## config.mk

```make
export PLATFORM = sky130hd
export DESIGN_NAME = mac_seq
export DESIGN_NICKNAME = d
export VERILOG_FILES = /design/src/rtl/mac_seq.sv
export SDC_FILE = /design/constraint.sdc
export NUM_CORES = 1
export LEC_CHECK = 0
export CAP_MARGIN = 25
export CORE_ASPECT_RATIO = 1.2
export CORE_MARGIN = 4
export CORE_UTILIZATION = 30
export CTS_BUF_LIST = sky130_fd_sc_hd__clkbuf_2 sky130_fd_sc_hd__clkbuf_4 sky130_fd_sc_hd__clkbuf_8
export CTS_CLUSTER_DIAMETER = 30
export DETAILED_ROUTE_END_ITERATION = 16
export PLACE_DENSITY_LB_ADDON = 0.2
export SLEW_MARGIN = 20
export SYNTH_ARGS = -nofsm -noshare
export SYNTH_HDL_FRONTEND = slang
export SYNTH_SLANG_ARGS = --single-unit
```

## constraint.sdc

```tcl
create_clock -name clk -period 7 [get_ports clk]
set_input_delay 1.05 -clock clk [delete_from_list [all_inputs] [get_ports clk]]
set_output_delay 1.05 -clock clk [all_outputs]
set_load 0.02 [all_outputs]
```

## src/rtl/mac_seq.sv

```systemverilog
// mac_seq: Execute-stage MAC sequencer.
// It accepts MAC and clear instructions, drives a multi-cycle multiplier
// through a start/done handshake, and stalls Execute while a product is
// pending. It owns the architectural accumulator, which updates only when
// the instruction leaves Execute without being flushed.
// Optional feature: define MAC_SAT_EN to saturate the staged sum on signed
// overflow. Without it, the sum wraps modulo 2^XLEN.
module mac_seq #(
  parameter int XLEN  = 64,
  parameter int CNT_W = 16
) (
  input  logic             clk,
  input  logic             reset_n,
  input  logic             MacReqE,
  input  logic             MacClrE,
  input  logic             FlushE,
  input  logic             StallM,
  input  logic [XLEN-1:0]  SrcAE,
  input  logic [XLEN-1:0]  SrcBE,
  output logic             MulStart,
  output logic [XLEN-1:0]  MulA,
  output logic [XLEN-1:0]  MulB,
  input  logic             MulDone,
  input  logic [XLEN-1:0]  MulProd,
  output logic             MacStallE,
  output logic             MacValidE,
  output logic [XLEN-1:0]  MacResultE,
  output logic [CNT_W-1:0] MacCount,
  output logic             MacOvf
);

  typedef enum logic [1:0] {IDLE, WAIT, HOLD, DRAIN} state_t;

  state_t           state;
  logic [XLEN-1:0]  acc;
  logic [XLEN-1:0]  stage;
  logic             stage_ovf;
  logic [XLEN-1:0]  mul_a;
  logic [XLEN-1:0]  mul_b;
  logic             mul_start;
  logic [CNT_W-1:0] count;
  logic             ovf;

  logic             clr_go;
  logic             req_go;
  logic [XLEN-1:0]  sum;
  logic [XLEN-1:0]  sum_final;
  logic             add_ovf;

  // A clear needs Execute to advance, so it waits out a Memory stall.
  // A clear takes priority over a simultaneous (illegal) MAC request.
  assign clr_go = (state == IDLE) && MacClrE && !FlushE && !StallM;
  assign req_go = (state == IDLE) && MacReqE && !MacClrE && !FlushE;

  // Two's-complement add. Overflow occurs when both operand signs match
  // and the sign of the sum differs from them.
  assign sum     = acc + MulProd;
  assign add_ovf = (acc[XLEN-1] == MulProd[XLEN-1]) && (sum[XLEN-1] != acc[XLEN-1]);

`ifdef MAC_SAT_EN
  // Clamp toward the sign of the operands when the add overflows.
  always_comb begin
    sum_final = sum;
    if (add_ovf) begin
      sum_final = acc[XLEN-1] ? {1'b1, {(XLEN-1){1'b0}}} : {1'b0, {(XLEN-1){1'b1}}};
    end
  end
`else
  assign sum_final = sum;
`endif

  // Outputs read 0 while reset is held. This includes the combinational
  // stall and result paths.
  always_comb begin
    MacStallE  = 1'b0;
    MacValidE  = 1'b0;
    MacResultE = '0;
    if (reset_n) begin
      MacStallE = req_go || (state == WAIT) || ((state == DRAIN) && MacReqE);
      if (clr_go) begin
        MacValidE  = 1'b1;
        MacResultE = acc;
      end else if (state == HOLD) begin
        MacValidE  = 1'b1;
        MacResultE = stage;
      end
    end
  end

  assign MulStart = mul_start;
  assign MulA     = mul_a;
  assign MulB     = mul_b;
  assign MacCount = count;
  assign MacOvf   = ovf;

  // Sequencer state, operand capture, staging and accumulator commit.
  always_ff @(posedge clk or negedge reset_n) begin
    if (!reset_n) begin
      state     <= IDLE;
      acc       <= '0;
      stage     <= '0;
      stage_ovf <= 1'b0;
      mul_a     <= '0;
      mul_b     <= '0;
      mul_start <= 1'b0;
      count     <= '0;
      ovf       <= 1'b0;
    end else begin
      mul_start <= 1'b0;
      case (state)
        IDLE: begin
          if (clr_go) begin
            acc   <= '0;
            count <= '0;
            ovf   <= 1'b0;
          end else if (req_go) begin
            mul_a     <= SrcAE;
            mul_b     <= SrcBE;
            mul_start <= 1'b1;
            state     <= WAIT;
          end
        end
        WAIT: begin
          if (MulDone && !FlushE) begin
            stage     <= sum_final;
            stage_ovf <= add_ovf;
            state     <= HOLD;
          end else if (FlushE && MulDone) begin
            state <= IDLE;
          end else if (FlushE) begin
            state <= DRAIN;
          end
        end
        HOLD: begin
          if (FlushE) begin
            state <= IDLE;
          end else if (!StallM) begin
            acc <= stage;
            if (count != {CNT_W{1'b1}}) begin
              count <= count + CNT_W'(1);
            end
            if (stage_ovf) begin
              ovf <= 1'b1;
            end
            state <= IDLE;
          end
        end
        DRAIN: begin
          // The multiplier is still busy with the flushed operation. Wait
          // for its product, drop it, and only then accept new work.
          if (MulDone) begin
            state <= IDLE;
          end
        end
        default: state <= IDLE;
      endcase
    end
  end

endmodule
```

==> results.py <==
metrics = {
    "run_status": {
        "status": "finished, final reports clean",
    },
    "clocking": {
        "cts.repair.resized": 0,
        "clockRootBuffer": "clkbuf_8",
        "cts.sinks": 277,
        "cts-htree-levels": 3,
        "cts_setup_buffers": 0,
        "cts_max_path_buffers": 3,
        "cts-hold-fix-buffers": 0,
        "cts_tree": "yes",
        "insertion_delay_ns": 0.67,
        "path_clk_slew_ns": 0.06,
        "cts_inserted_buffers": 80,
    },
    "grt": {
        "grt_first_pass_wirelength_um": 83700,
        "overflow": 0,
        "grt_pass1_vias": 14400,
        "antenna_found_initial": 10,
        "track_usage_pct": 20.0,
        "grt_max_degree": 95,
    },
    "power": {
        "power.total_w": 0.00654,
        "vdd_drop_max_mv": 0.183,
        "powerDensity_mw_per_mm2": 300,
        "p_leak_nw": 9.85,
    },
    "worst_setup_path": {
        "cp-end-kind": "output port",
        "max_stage_delay_ns": 0.64,
        "worstSetupPathType": "in -> out",
        "slowest_stage": "clkdlybuf4s50_1",
        "path_common_cell": "clkdlybuf4s50_1",
        "crit_path_max_fanout": 61,
        "crit_path_start_kind": "primary input",
        "worstPathCellList": "clkdlybuf4s50_1 -> nor2_1 -> and3_2 -> buf_4 -> nand2_1 -> a21boi_0 -> clkdlybuf4s50_1",
        "crit_arrival_ns": 4.23,
        "required_ns": 5.95,
    },
    "die": {
        "chipHeight_um": 253,
        "coreArea_mm2": 0.0493,
        "fp.dieArea_mm2": 0.0538,
        "start_util_pct": 30.5,
        "die_w_um": 212,
        "rows": 89,
        "ios": 411,
    },
    "timing": {
        "timing.hold.ws_ns": 0.372,
        "post-route-period-util_pct": 75.4,
        "rsz0062_at_grt": "no",
        "maxClockFrequency_mhz": 190,
        "tns_ns": 0,
        "slew-limit-headroom_pct": 31.4,
        "worstMarginPinSlew_ns": 1.03,
        "drv_slew": 0,
        "finClkSkew_ns": 0.0412,
        "hold_viol": 0,
        "finalSetupViolations": 0,
        "min_period_ns": 5.28,
    },
    "final_layout": {
        "nets": 2506,
        "layout_commonest_cell": "nand2_1",
        "drive_gt1_share_pct": 8.10,
        "final_cell_mix": "700 x nand2_1, 409 x clkdlybuf4s50_1, 277 x dfrtp_1",
        "syn_to_final_growth_pct": 45.2,
    },
    "placement": {
        "dp_hpwl_um": 41000,
        "portBuffers": 410,
        "gp_congestion": 0.876,
    },
    "synth": {
        "syn_avg_cell_area_um2": 8.16,
        "yosysTopAreaCellShare_pct": 46.1,
        "ys.flop_type": "dfrtp_1",
        "syn_nets": 2105,
        "ys_types": 61,
        "syn_inst": 1841,
        "ys_ff_latch": 277,
        "synth-seq-area-share_pct": 46.1,
        "synth_edf_count": 0,
        "synth_top_cell_by_area": "dfrtp_1",
        "syn_area_mm2": 0.0150,
        "yosys_warnings": 0,
        "synth.area.top_cells": "dfrtp_1 46%, nand2_1 17%, ha_1 5.3%",
        "async_flop_share_pct": 100,
    },
    "hold_path": {
        "hold_class": "in -> async",
    },
    "drt": {
        "drtIter0Drc": 870,
        "wl_met2_um": 26600,
        "dr.pass1.iters": 5,
        "drc": 0,
        "wl_per_cell_um": 18.6,
        "via_per_inst": 4.83,
        "wl_met1_um": 23000,
        "met3_length_um": 3240,
        "ant_nets": 0,
        "drt-total-wl_um": 54900,
        "via_count": 14300,
        "dr.max_layer_used": "met5",
    },
    "job": {
        "max_cap_violations": 0,
    },
}
==> cell type report <==
type,count,area [um2]
Antenna cell,8,20.0
Clock buffer,104,1380
Clock inverter,45,688
Fill cell,4929,27500
Inverter,25,95.1
Multi-Input combinational cell,1432,7640
Sequential cell,277,6930
Tap cell,637,797
Timing Repair Buffer,426,4260
==> worst max-delay path: cells and delay by family <==
kind	cells	cell delay, ns
compound gates	1	0.23
buf+inv	3	1.70
simple gates	3	1.14
==> state kept, by name (all words and copies together) (netlist names) <==
register and count:
MacCount 16, MacOvf 1, MulA 64, MulB 64, MulStart 1, acc 64
stage 64, stage_ovf 1, state 2
==> cells by family (layout without fill, tap and decap cells) <==
group / Yosys count / after routing / share of synthesized area [%]
xor+xnor: 69 / 69 / 4.02
fa+ha+maj: 65 / 65 / 5.46
compound gates: 425 / 425 / 17.7
simple gates: 870 / 870 / 23.2
flops: 277 / 277 / 46.1
buf+inv: 132 / 600 / 3.33
mux: 3 / 3 / 0.200
other cells: 0 / 8 / 0
==> routing by layer <==
metal	track usage, %	vias to the layer above
met5	0	-
met4	9.81	4
met3	4.63	110
met2	32.3	432
met1	25.2	6729
li1	-	7002
==> synth_stat cells (all sizes together), types with 13 or more instances <==
cell type / number
a21oi: 82
nor2: 73
nand2: 700
nand3: 25
inv: 25
a31oi: 16
nand4: 20
ha: 64
a21boi: 67
xor2: 32
o21ai: 161
o21bai: 13
xnor2: 37
a21o: 35
clkbuf: 100
dfrtp: 277
==> report_power, final <==
part	internal (W)	switching, W	total [W]	leakage (nW)
registers	0.00195	0.000205	0.00216	3.57
logic	0.000682	0.000857	0.00154	5.24
clock network	0.00187	0.000965	0.00284	1.04
total	0.00451	0.00203	0.00654	9.85
==> metrics by stage <==
stage	setup WS (ns)	utilization, %	instance area (um2)	instances
global placement	1.81	39.9	19700	2796
global route	1.45	44.2	21800	2953
detailed placement	1.67	40.0	19700	2797
floorplan	3.44	-	15000	1841
finish	1.72	44.2	21800	2954
CTS	1.64	44.2	21800	2946
==> final timing paths <==
kind / startpoint / endpoint / slack (ns) / depth (start not counted)
worst max-delay path: FlushE / MacResultE[61] / 1.72 / 7
worst min register to register: MulA[6]$_DFFE_PN0P_ / MulA[6]$_DFFE_PN0P_ / 0.47 / 2
min in group clk: MulA[6]$_DFFE_PN0P_ / MulA[6]$_DFFE_PN0P_ / 0.47 / 2
worst max register to register: acc[0]$_DFFE_PN0P_ / stage[62]$_DFFE_PN0P_ / 3.49 / 12
max in group asynchronous: reset_n / stage[15]$_DFFE_PN0P_ / 5.41 / 3
worst min-delay path: reset_n / MulA[30]$_DFFE_PN0P_ / 0.37 / 1
No activity file was read; power rests on OpenSTA's default activity.
